==> config.mk <==
export PLATFORM = sky130hd
export DESIGN_NAME = srff_cmd_arbiter
export DESIGN_NICKNAME = d
export VERILOG_FILES = /design/src/rtl/srff_cmd_arbiter.sv
export SDC_FILE = /design/constraint.sdc
export NUM_CORES = 1
export LEC_CHECK = 0
export ABC_AREA = 1
export CAP_MARGIN = 20
export CORE_ASPECT_RATIO = 0.75
export CORE_MARGIN = 10
export CORE_UTILIZATION = 45
export CTS_CLUSTER_DIAMETER = 40
export DETAILED_ROUTE_END_ITERATION = 7
export PLACE_DENSITY = 0.71
export SKIP_CTS_REPAIR_TIMING = 1
export SYNTH_ARGS = -nofsm -noshare
export SYNTH_HDL_FRONTEND = slang
export SYNTH_SLANG_ARGS = --single-unit
==> constraint.sdc <==
create_clock -name clk -period 1.55 [get_ports clk]
set_clock_uncertainty 0.15 [all_clocks]
set_input_delay 0.3875 -clock clk [delete_from_list [all_inputs] [get_ports clk]]
set_output_delay 0.3875 -clock clk [all_outputs]
set_load 0.01 [all_outputs]
==> src/rtl/srff_cmd_arbiter.sv <==
// -----------------------------------------------------------------------------
// srff_cmd_arbiter
//   Shares one SR flip-flop triple (JK-, D- and T-based implementations with
//   common s/r inputs) between two command requesters. One command is granted
//   at a time with round-robin arbitration. Each command becomes a legal s/r
//   pulse (s and r never both high). A reference register tracks the expected
//   q. All three datapath outputs are cross-checked against it, and every
//   completed command is reported on the rsp_* status port.
//
// Ports
//   clk                  rising-edge clock
//   reset                asynchronous active-low reset (also resets datapath)
//   req0_valid/req0_cmd  requester 0 command (00 hold, 01 set, 10 reset, 11 toggle)
//   req0_ready           requester 0 accepted when valid & ready
//   req1_valid/req1_cmd  requester 1 command, same encoding
//   req1_ready           requester 1 accepted when valid & ready
//   s, r                 registered set/reset pulse to the SR datapath
//   q_jk, q_d, q_t       datapath outputs under cross-check
//   rsp_valid            one-cycle pulse per completed command
//   rsp_id               requester that issued the completed command
//   rsp_q                expected q after the command
//   rsp_err              any datapath output disagreed with rsp_q
//   err_cnt              saturating count of rsp_err pulses
//   busy                 high whenever the FSM is outside IDLE
// -----------------------------------------------------------------------------
module srff_cmd_arbiter #(
  parameter int unsigned SETTLE_CYCLES = 0,
  parameter int unsigned CNT_W         = 8
) (
  input  logic             clk,
  input  logic             reset,
  input  logic             req0_valid,
  input  logic [1:0]       req0_cmd,
  output logic             req0_ready,
  input  logic             req1_valid,
  input  logic [1:0]       req1_cmd,
  output logic             req1_ready,
  output logic             s,
  output logic             r,
  input  logic             q_jk,
  input  logic             q_d,
  input  logic             q_t,
  output logic             rsp_valid,
  output logic             rsp_id,
  output logic             rsp_q,
  output logic             rsp_err,
  output logic [CNT_W-1:0] err_cnt,
  output logic             busy
);

  typedef enum logic [1:0] {
    ST_IDLE  = 2'd0,
    ST_DRIVE = 2'd1,
    ST_WAIT  = 2'd2,
    ST_CHECK = 2'd3
  } state_t;

  localparam logic [1:0] CMD_HOLD   = 2'b00;
  localparam logic [1:0] CMD_SET    = 2'b01;
  localparam logic [1:0] CMD_RESET  = 2'b10;
  localparam logic [1:0] CMD_TOGGLE = 2'b11;

  // Reload value for the settle counter: WAIT lasts exactly SETTLE_CYCLES cycles.
  localparam logic [3:0] SETTLE_M1 = (SETTLE_CYCLES == 0) ? 4'd0 : 4'(SETTLE_CYCLES - 1);
  localparam logic [CNT_W-1:0] CNT_MAX = {CNT_W{1'b1}};

  // Map a command and the current expected q onto a legal {s, r} pair.
  // Toggle drives whichever input moves q away from its present value, so
  // s and r can never be requested together.
  function automatic logic [1:0] sr_decode(input logic [1:0] cmd, input logic q);
    logic [1:0] sr;
    case (cmd)
      CMD_HOLD:   sr = 2'b00;
      CMD_SET:    sr = 2'b10;
      CMD_RESET:  sr = 2'b01;
      CMD_TOGGLE: sr = {~q, q};
      default:    sr = 2'b00;
    endcase
    return sr;
  endfunction

  // Expected q once the command has been applied to the datapath.
  function automatic logic next_q(input logic [1:0] cmd, input logic q);
    logic nq;
    case (cmd)
      CMD_HOLD:   nq = q;
      CMD_SET:    nq = 1'b1;
      CMD_RESET:  nq = 1'b0;
      CMD_TOGGLE: nq = ~q;
      default:    nq = q;
    endcase
    return nq;
  endfunction

  state_t           state_r;
  logic [1:0]       cmd_r;
  logic             id_r;
  logic             last_r;
  logic             exp_q_r;
  logic [3:0]       wait_cnt_r;
  logic             s_r;
  logic             r_r;
  logic             rsp_valid_r;
  logic             rsp_id_r;
  logic             rsp_q_r;
  logic             rsp_err_r;
  logic [CNT_W-1:0] err_cnt_r;
  logic             busy_r;

  logic             grant_valid_s;
  logic             grant_id_s;
  logic [1:0]       grant_cmd_s;
  logic [1:0]       grant_sr_s;
  logic             mismatch_s;

  // Round-robin grant, only evaluated while idle; on a tie the requester
  // that did not win last time is chosen.
  always_comb begin
    grant_valid_s = 1'b0;
    grant_id_s    = 1'b0;
    if (state_r == ST_IDLE) begin
      if (req0_valid && req1_valid) begin
        grant_valid_s = 1'b1;
        grant_id_s    = ~last_r;
      end else if (req0_valid) begin
        grant_valid_s = 1'b1;
        grant_id_s    = 1'b0;
      end else if (req1_valid) begin
        grant_valid_s = 1'b1;
        grant_id_s    = 1'b1;
      end else begin
        grant_valid_s = 1'b0;
        grant_id_s    = 1'b0;
      end
    end else begin
      grant_valid_s = 1'b0;
      grant_id_s    = 1'b0;
    end
  end

  assign grant_cmd_s = grant_id_s ? req1_cmd : req0_cmd;
  assign grant_sr_s  = sr_decode(grant_cmd_s, exp_q_r);
  assign req0_ready  = grant_valid_s & ~grant_id_s;
  assign req1_ready  = grant_valid_s &  grant_id_s;

  // Any of the three datapath outputs disagreeing with the reference register.
  assign mismatch_s = (q_jk != exp_q_r) | (q_d != exp_q_r) | (q_t != exp_q_r);

  // Command FSM: accept, drive one s/r pulse, settle, check, respond.
  always_ff @(posedge clk or negedge reset) begin
    if (!reset) begin
      state_r     <= ST_IDLE;
      cmd_r       <= 2'b00;
      id_r        <= 1'b0;
      last_r      <= 1'b1;
      exp_q_r     <= 1'b0;
      wait_cnt_r  <= 4'd0;
      s_r         <= 1'b0;
      r_r         <= 1'b0;
      rsp_valid_r <= 1'b0;
      rsp_id_r    <= 1'b0;
      rsp_q_r     <= 1'b0;
      rsp_err_r   <= 1'b0;
      err_cnt_r   <= {CNT_W{1'b0}};
      busy_r      <= 1'b0;
    end else begin
      rsp_valid_r <= 1'b0;
      case (state_r)
        ST_IDLE: begin
          if (grant_valid_s) begin
            // s/r are registered on the accept edge so the pulse is
            // visible during the DRIVE cycle itself.
            cmd_r   <= grant_cmd_s;
            id_r    <= grant_id_s;
            last_r  <= grant_id_s;
            s_r     <= grant_sr_s[1];
            r_r     <= grant_sr_s[0];
            state_r <= ST_DRIVE;
            busy_r  <= 1'b1;
          end else begin
            s_r     <= 1'b0;
            r_r     <= 1'b0;
            state_r <= ST_IDLE;
            busy_r  <= 1'b0;
          end
        end
        ST_DRIVE: begin
          // The datapath samples s/r on this same edge, so the reference
          // register moves in step with it.
          exp_q_r <= next_q(cmd_r, exp_q_r);
          s_r     <= 1'b0;
          r_r     <= 1'b0;
          if (SETTLE_CYCLES == 0) begin
            state_r <= ST_CHECK;
          end else begin
            state_r    <= ST_WAIT;
            wait_cnt_r <= SETTLE_M1;
          end
        end
        ST_WAIT: begin
          s_r <= 1'b0;
          r_r <= 1'b0;
          if (wait_cnt_r == 4'd0) begin
            state_r <= ST_CHECK;
          end else begin
            wait_cnt_r <= wait_cnt_r - 4'd1;
          end
        end
        ST_CHECK: begin
          s_r         <= 1'b0;
          r_r         <= 1'b0;
          rsp_valid_r <= 1'b1;
          rsp_id_r    <= id_r;
          rsp_q_r     <= exp_q_r;
          rsp_err_r   <= mismatch_s;
          if (mismatch_s && (err_cnt_r != CNT_MAX)) begin
            err_cnt_r <= err_cnt_r + {{(CNT_W-1){1'b0}}, 1'b1};
          end else begin
            err_cnt_r <= err_cnt_r;
          end
          state_r <= ST_IDLE;
          busy_r  <= 1'b0;
        end
        default: begin
          s_r     <= 1'b0;
          r_r     <= 1'b0;
          state_r <= ST_IDLE;
          busy_r  <= 1'b0;
        end
      endcase
    end
  end

  assign s         = s_r;
  assign r         = r_r;
  assign rsp_valid = rsp_valid_r;
  assign rsp_id    = rsp_id_r;
  assign rsp_q     = rsp_q_r;
  assign rsp_err   = rsp_err_r;
  assign err_cnt   = err_cnt_r;
  assign busy      = busy_r;

endmodule


Word-level counts from Yosys, hierarchy flattened --
Cells that the tools add are included.
Cells by class: $add $sub $neg 2, multiply operators 0, div/mod/pow operators 0, $lt $le $gt $ge 0, eq/ne operators 14, shift-type cells 0, multiplexer cells 20, bitwise operators 9, reduce and logical (&&, ||, !) cells 12
Operators by type and width (count):
- 2-bit one-hot mux with 4 select lines | 2
- 2-bit equality test, second input constant | 6
- 1-bit two-way mux | 12
- 8-bit by 1-bit adder with 8-bit output, second input constant | 1
- 8-bit != test, second input constant | 1
- 2-bit AND reduction | 4
- 2-bit by 1-bit equality test with 1-bit output, second input constant | 3
- 2-bit logical NOT | 3
- 1-bit one-hot mux with 2 select lines | 3
- 1-bit inverter | 5
- 4-bit logical NOT | 1
- 2-bit two-way mux | 2
- 4-bit by 1-bit subtractor with 4-bit output, second input constant | 1
- 1-bit != test | 3
- 1-bit one-hot mux with 3 select lines | 1
- 3-bit OR reduction | 1
- 1-bit bitwise AND | 2
- 1-bit logical AND | 2
- 2-bit != test, second input constant | 1
- 1-bit OR | 2
- 2-bit nonzero test | 1
Word-level totals: register bits after elaboration 26, latch bits 0, bits in writable memories 0, ROM bits 0, bits of input ports 11, output and inout port bits 17, logic and storage cells 71, memories 0

Logic depth before layout (Yosys ltp) --
Gate-level depths: netlist of the first run.
depth after elaboration 9, mapped depth 7, gate-level depth less buffers 7

Worst setup path after synthesis of the first run --
OpenSTA, ideal clock, no wires.
kind register to output, from reg state_r[0], to out req0_ready, arrival time 1105 ps, required time 1012 ps, path slack -93 ps, stages on the path, launching flop included 6, buffers on the path 0, cells stage by stage dfrtp_1 > inv_1 > ha_1 > nand3_1 > inv_1 > nor2_1
Between the ends: cells in the longest elaborated chain, start to end 4, elaborated cells on any way between the ends 5, those cells by class mux: 2; bitwise: 2; reduce/logical: 1
Ends and longest elaborated chain:
- start: declaration | line 95 | state_t state_r;
- start signal: assignment | line 152 | state_r <= ST_IDLE;
- start signal: assignment | line 178 | state_r <= ST_DRIVE;
- start signal: assignment | line 183 | state_r <= ST_IDLE;
- 2-bit logical NOT (*) | line 121 | if (state_r == ST_IDLE) begin
- 1-bit two-way mux | line 121
- 1-bit inverter | line 143 | assign req0_ready = grant_valid_s & ~grant_id_s;
- 1-bit bitwise AND (*) | line 143
- end: declaration | line 34 | output logic req0_ready,
Every way passes the cells marked *; elsewhere a longest branch is shown, timed or not.

Worst setup path in the final report of the first run --
from reg state_r[1], to out req0_ready
Same word-level chain as after synthesis.

==> impl_results.md, run 1 <==
- Outcome: finished, violations left
- Failing checks: negative setup slack
- RSZ-0062 raised after global routing: true
- Initial Util: between 40% and 50%
- IO Pins: 28
- Area occupied by multi-input gates: just over 700 um^2
- Placement Setup Slack: -0.728 ns
- Non-Filler Instances: about 270
- Core area: 2980 um^2
- DRC: 0
- Initial antenna violation count: 0
- Number of global-route vias before repair: 1320
- PD cells: 1530 nW/um^2
- Final HPWL DP: 2620 um
- Req. time, crit path: between 1 and 1.5 ns
- CP max stage delay: roughly 0.4 ns
- Die Span Y: a little under 70 um
- Worst VDD drop: 0.000956 V
- Peak Freq: 0.567 GHz
- Die area: 5800 um^2
- Family with the most delay on the worst path: flip-flops
- Critical path depth: 6
- TritonCTS sink count: 26
- Max Fanout on Critical Path: 3
- Pins Over Slew Limit: 0
- GR Util All Layers: 11.9%
- Kind of critical path: flip-flop to output port
- Hold Path Class: input pin to async pin
- Critical Path Sink Type: output port
- Port Buffers: 27
- Diode count: 0
- Post-synth top area share: 44.3%
- Cts bufs inserted: 3
- Minimum clock period after layout: ~1.8 ns
- Mapped Cells: about 180
- Gr ovfl total: 0
- Largest cells by area after synthesis: dfrtp_1 (44%), nand2_1 (18%), ha_1 (6.2%)
- Commonest register cell after synthesis: dfrtp_1
- Synth Warn #: 0
- Worst Tran Pin Value: roughly 0.24 ns
- Total routed wirelength: 3380 um
- Die W: around 85 um
- Ys async rst share: 100%
- Seq. cell area: about 650 um^2
- Layout Nets: 252
- Largest net degree at the start of global routing: 17
- R2R cell count: 6
- Syn Area/Cell: between 8 and 9 um^2
- WP buf/inv: 3
- Vias: about 1300
- Row count: 17
- Synth unique cells: 26
- Routed Antenna Nets: 0
- Post-synth EDFFs: 0
- Leading area contributor after synthesis: dfrtp_1
- Sequential area share after synthesis: around 46%
- Final setup viols: 2
- WL per Instance: about 12 um
- CP Launch Type: flip-flop
- Maxcap violations: 0
- Clock Latency Late Sink: around 0.27 ns
- Crit path setup slack, layout: -0.215 ns
- Synth Net Count: 194
- Part of the cycle the worst path needs: 114%
- Cell with the most instances after synthesis: nand2_1
- Final Hold Viols: 0
- Root buffer cell: clkbuf_8
- CP most frequent cell: inv_2
- Top cells by count, synth: nand2_1 (69), dfrtp_1 (25), inv_1 (21)
- CP arrival: 1.23 ns
- TritonCTS clock tree: built
- P_leak: ~1.3 nW
- Syn Std Cell Area: ~1400 um^2
- First-pass GRT wire length: 5730 um
- Slowest cell on crit path: dfrtp_1
- Max-slew headroom: a little over four fifths
- First-pass iteration count of the detailed router: 4
- Hold slack: approximately 0.27 ns
- Yosys reg bits: 26
- Crit path cell chain: inv_2 > ha_4 > nand3_2 > inv_2 > nor2_2 > clkbuf_2
- Placed insts: between 200 and 300
- Synthesis-to-layout area growth: 46.1%
- Layout cell share with drive strength beyond 1: 24.0%
- CTS H-tree depth: 1
- Setup TNS: -0.402 ns
- Initial DRC Count: 51
- CTS clk-pin slew, worst paths: about 0.09 ns
- CTS Buffer Depth: 2
- Fill cell total of the finished layout: roughly 260
- Final core utilization: 69.3%
- Placer Congestion: 0.796
- Vias per cell: between 4 and 5
[report_power, final]
group          switching (W)  internal [W]  total, W  leakage [nW]
clock network       0.000218      0.000227  0.000446        0.0288
logic               0.000836      0.000834   0.00167         0.926
registers           0.000137      0.000908   0.00104         0.334
total                0.00119       0.00197   0.00316          1.29
[routing by layer]
| metal | part of all wire (%) | global-route usage (%) |
|---|---|---|
| met1 | 44 | 13.1 |
| met2 | 49 | 21.1 |
| met3 | 5.9 | 4.80 |
| met4 | 1.6 | 3.48 |
| met5 | 0 | 0 |
[logic make-up (layout without fill, tap and decap cells)]
kind of cell / after synthesis / in the layout / share of synthesized area [%]
adder cells (fa/ha/maj): 7 / 7 / 6.20
AO/OA/AOI/OAI: 15 / 15 / 6.64
XOR/XNOR: 5 / 5 / 3.10
buffers and inverters: 23 / 80 / 6.38
flip-flops: 26 / 26 / 46.1
AND/OR/NAND/NOR: 100 / 100 / 31.5
[placed cells by master, fill, tap and decap left out, drive strengths merged, types with 3 or more instances in the layout]
| cell | n |
|---|---|
| buf | 28 |
| clkbuf | 5 |
| clkdlybuf4s50 | 8 |
| dfrtp | 25 |
| dlymetal6s2s | 17 |
| ha | 7 |
| inv | 21 |
| nand2 | 71 |
| nand3 | 9 |
| nand4 | 5 |
| nor2 | 14 |
| o21ai | 12 |
| xnor2 | 3 |
[worst reg2reg max path, cell delays in order, from the launching register on]
cell and delay (ns):
dfrtp_1 0.38, inv_2 0.06, buf_4 0.13, buf_4 0.13
ha_1 0.31, o21ai_0 0.17, o21ai_1 0.07
[registers in the layout, summed over array words and instances, names as in the netlist]
name / flops
rsp_q: 1
rsp_valid: 1
last_r: 1
err_cnt: 8
rsp_id: 1
s: 1
rsp_err: 1
exp_q_r: 1
state_r: 2
cmd_r: 2
r: 1
busy: 1
id_r: 1
wait_cnt_r: 4
[layout make-up]
cell class              count  area share, %
flip-flops and latches     26           31.6
clock buffers               4           2.67
inverters                  22           4.00
well taps                  38           2.30
repair buffers             54           24.7
multi-input cells         127           34.8
[final timing paths]
| path | startpoint | endpoint | slack [ns] |
|---|---|---|---|
| max | state_r[1] | req0_ready | -0.22 |
| min | reset | r | 0.27 |
| max reg2reg | state_r[1] | state_r[0] | 0.04 |
| min reg2reg | cmd_r[1] | exp_q_r | 0.32 |
| max in group asynchronous | reset | last_r | 0.76 |
| min in group clk | cmd_r[1] | exp_q_r | 0.32 |
[through the flow]
step	total power, W	instance area (um^2)
finish	0.00316	2060
global route	0.00342	2060
CTS	0.00309	1960
detailed placement	0.00264	1910
global placement	0.00258	1910
floorplan	0.00184	1420
Power figures use the tool's default switching activity.
==> run 2: changes to the inputs <==
- CORE_UTILIZATION: 45 -> 40
- HOLD_SLACK_MARGIN: default -> 0.12
- PLACE_DENSITY: 0.71 -> default
- clock period: 1.55 -> 1.7 ns (I/O delays scaled with it)
==> run 2 against run 1 <==
Die area increased by 9.1%. Register-to-register slack improved by 0.14 ns. Sequential share of layout area increased by 1.3 points. Final cell count shrank 1.8%. First-iteration DRC count up 18%. The run still ends with negative setup slack left. Sequential power down 8%. Largest cell class unchanged. Routed wire length down 5.2%. Clock-buffer cell count is the same. Worst hold slack improved by 0.049 ns. Highest routed layer unchanged.
==> impl_results.md, run 2 (same netlist as run 1, synthesis figures left out) <==
- Outcome: finished, violations left
- Failing checks: negative setup slack
- First-pass iteration count of the detailed router: 4 (unchanged)
- Layout cell share with drive strength beyond 1: 19.0% (-5.0 points)
- TritonCTS sink count: 26 (unchanged)
- Final HPWL DP: 2500 um (-4.6%)
- Minimum clock period after layout: around 1.8 ns
- IO Pins: 28 (unchanged)
- PD cells: 1340 nW/um^2 (-13%)
- Crit path setup slack, layout: -0.114 ns (+0.101 ns)
- Worst Tran Pin Value: 0.261 ns (+0.0173 ns)
- Hold slack: 0.322 ns (+0.0492 ns)
- Peak Freq: between 0.5 and 0.6 GHz
- Critical path launch point: state_r[0]
- Max Fanout on Critical Path: 3 (unchanged)
- Final Hold Viols: 0 (unchanged)
- Part of the cycle the worst path needs: 107%
- Pins Over Slew Limit: 0 (unchanged)
- CTS clk-pin slew, worst paths: 0.08 ns (about the same)
- Critical path depth: 6 (unchanged)
- Vias: 1231 (-5.9%)
- Die area: 6330 um^2 (+9.1%)
- Kind of critical path: flip-flop to output port
- Non-Filler Instances: 266 (-1.8%)
- Total routed wirelength: 3210 um (-5.2%)
- Fill cell total of the finished layout: 310 (+20%)
- Most common cell after layout, fill and taps aside: nand2_1
- Routed Antenna Nets: 0 (unchanged)
- GR Util All Layers: 10.4% (-1.5 points)
- Seq. cell area: 653 um^2 (+0.19%)
- Placer Congestion: 0.806 (+1.4%)
- TritonCTS clock tree: built
- Die Span Y: 71.5 um (+4.3%)
- Initial antenna violation count: 0 (unchanged)
- Core area: 3330 um^2 (+12%)
- Area occupied by multi-input gates: 693 um^2 (-3.5%)
- Row count: 18 (+1)
- WL per Instance: 12.1 um (-3.4%)
- Cts bufs inserted: 3 (unchanged)
- Initial Util: 42.4% (-5.1 points)
- R2R Path End: err_cnt[2]
- R2R Path Start: err_cnt[1]
- Largest net degree at the start of global routing: 16 (-1)
- Initial DRC Count: 60 (+18%)
- Power, Total: 0.00266 W (-16%)
- CTS Buffer Depth: 2 (unchanged)
- Max reg flops: 8 (unchanged)
- CP arrival: 1.24 ns (about the same)
- Most frequent cells in the layout: nand2_1 (68), dfrtp_1 (24), buf_4 (20)
- Critical Path Sink Type: output port
- Die W: 88.6 um (+4.6%)
- R2R cell count: 8 (+2)
- Synthesis-to-layout area growth: 40.5%
- Gr ovfl total: 0 (unchanged)
- First-pass GRT wire length: 5440 um (-5.1%)
- Clock Latency Late Sink: 0.27 ns (about the same)
- CTS H-tree depth: 1 (unchanged)
- DRC: 0 (unchanged)
- Req. time, crit path: 1.12 ns (+0.11 ns)
- Crit path cell chain: inv_2 > ha_4 > nand3_2 > inv_2 > nor2_2 > buf_2
- Port Buffers: 27 (unchanged)
- CP max stage delay: 0.39 ns (about the same)
- Maxcap violations: 0 (unchanged)
- CP Capture Point: req0_ready
- R2r setup slk: 0.18 ns (+0.14 ns)
- RSZ-0062 raised after global routing: true
- Diode count: 0 (unchanged)
- CP Launch Type: flip-flop
- Max-slew headroom: 82.6% (-1.1 points)
- Root buffer cell: clkbuf_8
- Final setup viols: 2 (unchanged)
- Family with the most delay on the worst path: flip-flops
- Layout Nets: 245 (-2.8%)
- Placed insts: 260 (-1.1%)
- Number of global-route vias before repair: 1233 (-6.6%)
- Worst VDD drop: 0.000660 V (-31%)
- P_leak: 1.27 nW (-1.2%)
- Slowest cell on crit path: dfrtp_1
- CP most frequent cell: inv_2
- Hold Path Class: flip-flop to flip-flop
- WP buf/inv: 3 (unchanged)
- Vias per cell: 4.63 (-4.1%)
-- run 2: changes by cell type in the layout (fill, tap and decap cells not counted), moves of 2 or more --
cell   delta
buf_4     -6
ha_2      -2
ha_1      +3
inv_1     +2
-- run 2: area by class of cell --
cell class,instances,share of cell area (%)
Multi-Input combinational cell,127,34.9
Sequential cell,26,32.9
Tap cell,40,2.52
Inverter,22,4.16
Timing Repair Buffer,47,23.2
Clock buffer,4,2.27
-- run 2: worst min-delay path, stage by stage, from the launching register on --
cell	delay [ns]
dfstp_2	0.38
nand2_1	0.05
nand2_1	0.04
-- run 2: routing by layer --
metal	part of all wire [%]	global-route usage [%]	wire, um	vias to the layer above
met5	0	0	0	-
met4	0.41	1.79	13	0
met3	6.1	4.18	195	2
met2	45	16.6	1430	25
met1	49	12.9	1570	553
li1	-	-	-	651
-- run 2: how the worst min path moves through the flow --
stage                   from       to  slack (ns)  cells after the start
finish                last_r   last_r        0.32                      2
global route          last_r   last_r        0.33                      2
CTS                   last_r   last_r        0.32                      2
detailed placement    last_r   last_r        0.31                      2
global placement    cmd_r[1]  exp_q_r        0.30                      1
floorplan              reset     busy       -0.02                      0
-- run 2: report_power, final --
part / switching (W) / total [W] / leakage, nW / internal, W
Sequential: 0.000126 / 0.000957 / 0.333 / 0.000831
Combinational: 0.000699 / 0.00134 / 0.917 / 0.000644
Clock: 0.000187 / 0.000355 / 0.0228 / 0.000168
Total: 0.00101 / 0.00266 / 1.27 / 0.00164
-- run 2: through the flow --
stage / TNS [ns] / utilization, % / cell area (um^2) / setup WS (ns)
after floorplan: 0 / - / 1410 / 0.0195
after detailed placement: -2.01 / 55.8 / 1860 / -0.658
after global routing: -0.349 / 59.5 / 1980 / -0.187
after CTS: -2.38 / 57.2 / 1910 / -0.676
final: -0.208 / 59.5 / 1980 / -0.114
after global placement: -1.55 / 55.8 / 1860 / -0.601
==> run 3: changes to the inputs <==
- clock period: 1.7 -> 1.9 ns (I/O delays scaled with it)
==> run 3 against run 2 <==
The run now ends clean. Combinational power decreased by 12%. Final area is 1.6% lower. Worst setup slack gained 0.15 ns. Global-route usage fell by 0.098 points. Register-to-register slack gained 0.09 ns. Highest routed layer unchanged.
==> impl_results.md, run 3 (same netlist as run 1, synthesis figures left out) <==
- Outcome: finished clean
- Clock Latency Late Sink: 0.28 ns (about the same)
- DP Area: 1810 um^2 (-2.8%)
- PD cells: 1240 nW/um^2 (-7.3%)
- Final setup viols: 0 (-2)
- Total routed wirelength: 3190 um (-0.72%)
- Initial Util: 42.4% (unchanged)
- Gr ovfl total: 0 (unchanged)
- Routed Antenna Nets: 0 (unchanged)
- R2R Path Start: state_r[0]
- Final HPWL DP: 2370 um (-5.3%)
- Layout Nets: 244 (-0.41%)
- Family with the most delay on the worst path: buffers and inverters
- Kind of critical path: flip-flop to output port
- DRC: 0 (unchanged)
- Non-Filler Instances: 265 (-0.38%)
- Max reg flops: 8 (unchanged)
- RSZ-0062 raised after global routing: true
- Root buffer cell: clkbuf_8
- WP buf/inv: 1 (-2)
- Crit path setup slack, layout: 0.0327 ns (+0.147 ns)
- CP max stage delay: 0.55 ns (+0.16 ns)
- R2R Path End: err_cnt[4]
- Core area: 3330 um^2 (unchanged)
- Worst VDD drop: 0.000695 V (+5.3%)
- Hold Path End: exp_q_r
- Max Fanout on Critical Path: 5 (+2)
- First-pass iteration count of the detailed router: 4 (unchanged)
- Critical Path Sink Type: output port
- Req. time, crit path: 1.27 ns (+0.15 ns)
- Initial DRC Count: 40 (-33%)
- Port Buffers: 27 (unchanged)
- Minimum clock period after layout: approximately 1.9 ns
- Die W: 88.6 um (unchanged)
- Hold Startpoint: cmd_r[1]
- Max-slew headroom: 69.2% (-13 points)
- Slowest cell on crit path: clkdlybuf4s50_1
- Pins Over Slew Limit: 0 (unchanged)
- Layout cell share with drive strength beyond 1: 21.3% (+2.3 points)
- Most common cell after layout, fill and taps aside: nand2_1
- Die Span Y: 71.5 um (unchanged)
- Placement Setup Slack: -0.544 ns (+0.114 ns)
- CTS H-tree depth: 1 (unchanged)
- P_leak: 1.04 nW (-18%)
- TritonCTS clock tree: built
- GR Util All Layers: 10.3% (-0.098 points)
- Largest net degree at the start of global routing: 27 (+11)
- Row count: 18 (unchanged)
- Vias per cell: 4.72 (+2.1%)
- Placed insts: 253 (-2.7%)
- Diode count: 0 (unchanged)
- Maxcap violations: 0 (unchanged)
- R2r setup slk: 0.27 ns (+0.09 ns)
- Met1 Use GR: 12.9% (-0.017 points)
- Met2 global-route usage: 15.6% (-1.1 points)
- Peak Freq: between 0.5 and 0.6 GHz
- CTS clk-pin slew, worst paths: 0.10 ns (+0.02 ns)
- Worst Tran Pin Value: 0.462 ns (+0.201 ns)
- WL per Instance: 12.0 um (-0.34%)
- Most Crowded Layer GR: met2
- Final Hold Viols: 0 (unchanged)
- CP Launch Type: flip-flop
- Die area: 6330 um^2 (unchanged)
- CTS Buffer Depth: 2 (unchanged)
- Final Cell Area: 1950 um^2 (-1.6%)
- R2R cell count: 6 (-2)
- Fill cell total of the finished layout: 304 (-1.9%)
- Crit path cell chain: clkdlybuf4s50_1
- Final core utilization: 58.6% (-0.98 points)
- Hold slack: 0.298 ns (-0.0239 ns)
- Most frequent cells in the layout: nand2_1 (68), clkdlybuf4s50_1 (21), buf_4 (19)
- CP arrival: 1.24 ns (about the same)
- First-pass GRT wire length: 5330 um (-1.9%)
- Hold Path Class: flip-flop to flip-flop
- Part of the cycle the worst path needs: 98.3%
- Number of global-route vias before repair: 1209 (-1.9%)
- Cts bufs inserted: 3 (unchanged)
- Global routing usage on met3: 4.63% (+0.45 points)
- Initial antenna violation count: 0 (unchanged)
- Synthesis-to-layout area growth: 38.2%
- Hold depth: 1 (-1)
- IO Pins: 28 (unchanged)
- Vias: 1252 (+1.7%)
- TritonCTS sink count: 26 (unchanged)
- Placer Congestion: 0.783 (-2.9%)
==> run 3: cell count changes in the layout (fill, tap and decap cells not counted), sizes merged <==
| cell | before | now |
|---|---|---|
| buf | 21 | 20 |
| clkbuf | 4 | 5 |
| clkdlybuf4s50 | 8 | 21 |
| clkinv | 0 | 1 |
| dlymetal6s2s | 18 | 4 |
| inv | 22 | 21 |
==> run 3: how the worst max path moves through the flow <==
| stage | startpoint | to | cells after the start | slack [ns] |
|---|---|---|---|---|
| floorplan | state_r[0] | req0_ready | 5 | 0.17 |
| global placement | req0_valid | req0_ready | 6 | -0.50 |
| detailed placement | req0_valid | req0_ready | 6 | -0.54 |
| CTS | req0_valid | req0_ready | 6 | -0.55 |
| global route | last_r | req0_ready | 5 | -0.04 |
| finish | err_cnt[4] | err_cnt[4] | 1 | 0.03 |
==> run 3: final cells by class <==
cell class / count / area [um^2] / share of cell area (%)
Multi-Input combinational cell: 127 / 691 / 35.4
Sequential cell: 26 / 661 / 33.8
Inverter: 22 / 82.6 / 4.23
Clock buffer: 4 / 55.1 / 2.82
Tap cell: 40 / 50.0 / 2.56
Timing Repair Buffer: 46 / 413 / 21.2
==> run 3: where the power goes <==
part           switching, W  internal (W)
clock network      0.000180      0.000186
registers          0.000132      0.000749
logic              0.000603      0.000573
==> run 3: stage by stage <==
step | total power, W | setup TNS (ns)
after floorplan | 0.00149 | 0
after global placement | 0.00199 | -0.930
after detailed placement | 0.00201 | -0.978
after CTS | 0.00239 | -1.34
after global routing | 0.00264 | -0.0462
final | 0.00242 | 0
==> run 3: per-layer routing <==
layer,vias to the layer above,part of all wire [%]
met1,571,45
met3,4,8.7
met4,0,1.1
li1,650,-
met2,27,45
met5,-,0
==> RTL edit: new RTL, config.mk and constraints of run 3 <==
`CNT_W`: 8 -> 7.
--- a/src/rtl/srff_cmd_arbiter.sv
+++ b/src/rtl/srff_cmd_arbiter.sv
@@ -25,7 +25,7 @@
 // -----------------------------------------------------------------------------
 module srff_cmd_arbiter #(
   parameter int unsigned SETTLE_CYCLES = 0,
-  parameter int unsigned CNT_W         = 8
+  parameter int unsigned CNT_W         = 7
 ) (
   input  logic             clk,
   input  logic             reset,
Interface: changed (resized err_cnt); port bits go from 28 to 27. The function was not compared with the original's and may differ.
==> RTL edit against run 3 <==
- sequential cell count fell by 1
- sequential share of layout area rose by 1.1 points
- routed wire length fell by 4.6%
- count of clock-buffer cells in the layout did not move
- worst setup slack improved by 26 ps
- synthesized area fell by 7.7%
- total power fell by 0.36%
- via count fell by 13%
- cell area fell by 7.4%
- critical endpoint is now req0_ready
- highest routed layer unchanged
==> RTL edit: results (changes against run 3) <==
outcome=complete, no violations (unchanged); total CTS buffers=3 (unchanged); Ys Warns=0 (unchanged); vias in the first global route=1071 (was 1209); I/O Buffers=26 (was 27); largest net degree at the start of global routing=26 (was 27); fin crit share=96.9% (was 98.3%); first-pass GRT wire length=4930 microns (was 5330 microns); Clock Latency Late Sink=270 ps; total global-route track usage=10.0% (was 10.3%); Crit. Startpoint=state_r[0]$_DFFE_PN0N_ (was err_cnt[4]$_DFFE_PN0P_); sw frac=37.7% (was 37.8%); Commonest cells post-synth=nand2_1 (48), dfrtp_1 (24), inv_1 (18) (was nand2_1 (69), dfrtp_1 (25), inv_1 (21)); seq pwr=873 uW (was 881 uW); peak supply drop=623 uV (was 695 uV); Antenna Cells=0 (unchanged); vias per cell=4.63 (was 4.72); asr flop ratio synth=100% (unchanged); worst slew pin tran=434 ps (was 462 ps); crit-path max FO=3 (was 5); DP HPWL=2340 microns (was 2370 microns); top cells by area, synth=dfrtp_1 (46%), nand2_1 (14%), ha_1 (6.7%) (was dfrtp_1 (44%), nand2_1 (18%), ha_1 (6.2%)); DRT Pass-1 Iters=4 (unchanged); setup TNS=0 ps (unchanged); leakage dissipation=0.000999 uW (was 0.00104 uW); clk root buf=clkbuf_8 (unchanged); share of cells above drive strength 1=22.4% (was 21.3%); post-synth net total=169 (was 194); 1st-iter DRT viols=69 (was 40); number of fill cells in the layout=268 (was 304); critical path data arrival time=1220 ps (was 1240 ps); Reg clk slew, reported paths=80 ps (was 100 ps); Avg WL per Cell=13.0 microns (was 12.0 microns); Hold Path Class=register to register (unchanged); post-place instance area=1690 sq um (was 1810 sq um); post-synth cell types=25 (was 26); post-synthesis sequential area ratio=48.1% (was 46.1%); Layout Nets=215 (was 244); Largest register FFs=7 (was 8); clk pwr=306 uW (was 366 uW); RePlAce Congestion=0.775 (was 0.783)
-- RTL edit: area by class of cell --
cell class,count,area (sq um),share of cell area (%)
Sequential cell,25,632,35.0
Tap cell,38,47.5,2.63
Clock buffer,4,45.0,2.49
Inverter,22,82.6,4.57
Multi-Input combinational cell,104,614,34.0
Timing Repair Buffer,41,385,21.3
-- RTL edit: metal layers --
metal	GRT usage, %	part of all wire [%]	wire length (microns)
met5	0	0	0
met4	2.72	0.89	27
met3	4.10	5.6	170
met2	17.0	49	1480
met1	11.2	45	1360
-- RTL edit: path summary, 6_finish.rpt --
kind,cells after the start,slack [ps],end
min,1,320,exp_q_r$_DFFE_PN0P_
min in group asynchronous,2,420,rsp_id$_DFFE_PN0P_
max,6,60,req0_ready
min reg2reg,1,320,exp_q_r$_DFFE_PN0P_
max reg2reg,7,270,err_cnt[2]$_DFFE_PN0P_
max in group asynchronous,2,880,last_r$_DFFE_PN1P_
-- RTL edit: worst max-delay path: stages, from the launching register on --
cell     delay [ps]
dfrtp_1         390
inv_2            80
ha_4            150
nand3_2          90
inv_2            60
nor2_1           30
buf_2           140
-- RTL edit: logic make-up (layout without fill, tap and decap cells) --
kind of cell	count (synthesis)	count (layout)	synth area share [%]
simple gates	75	75	27.1
flops	25	25	48.1
buf+inv	22	67	6.33
xor+xnor	5	5	3.36
fa+ha+maj	7	7	6.72
compound gates	17	17	8.45
-- RTL edit: stage by stage --
step	power, uW	worst slack (ps)	instances
after floorplan	1480	177	151
after global placement	1980	-516	225
after detailed placement	2030	-594	225
after CTS	2350	-594	229
after global routing	2620	-14.5	234
final	2410	58.8	234
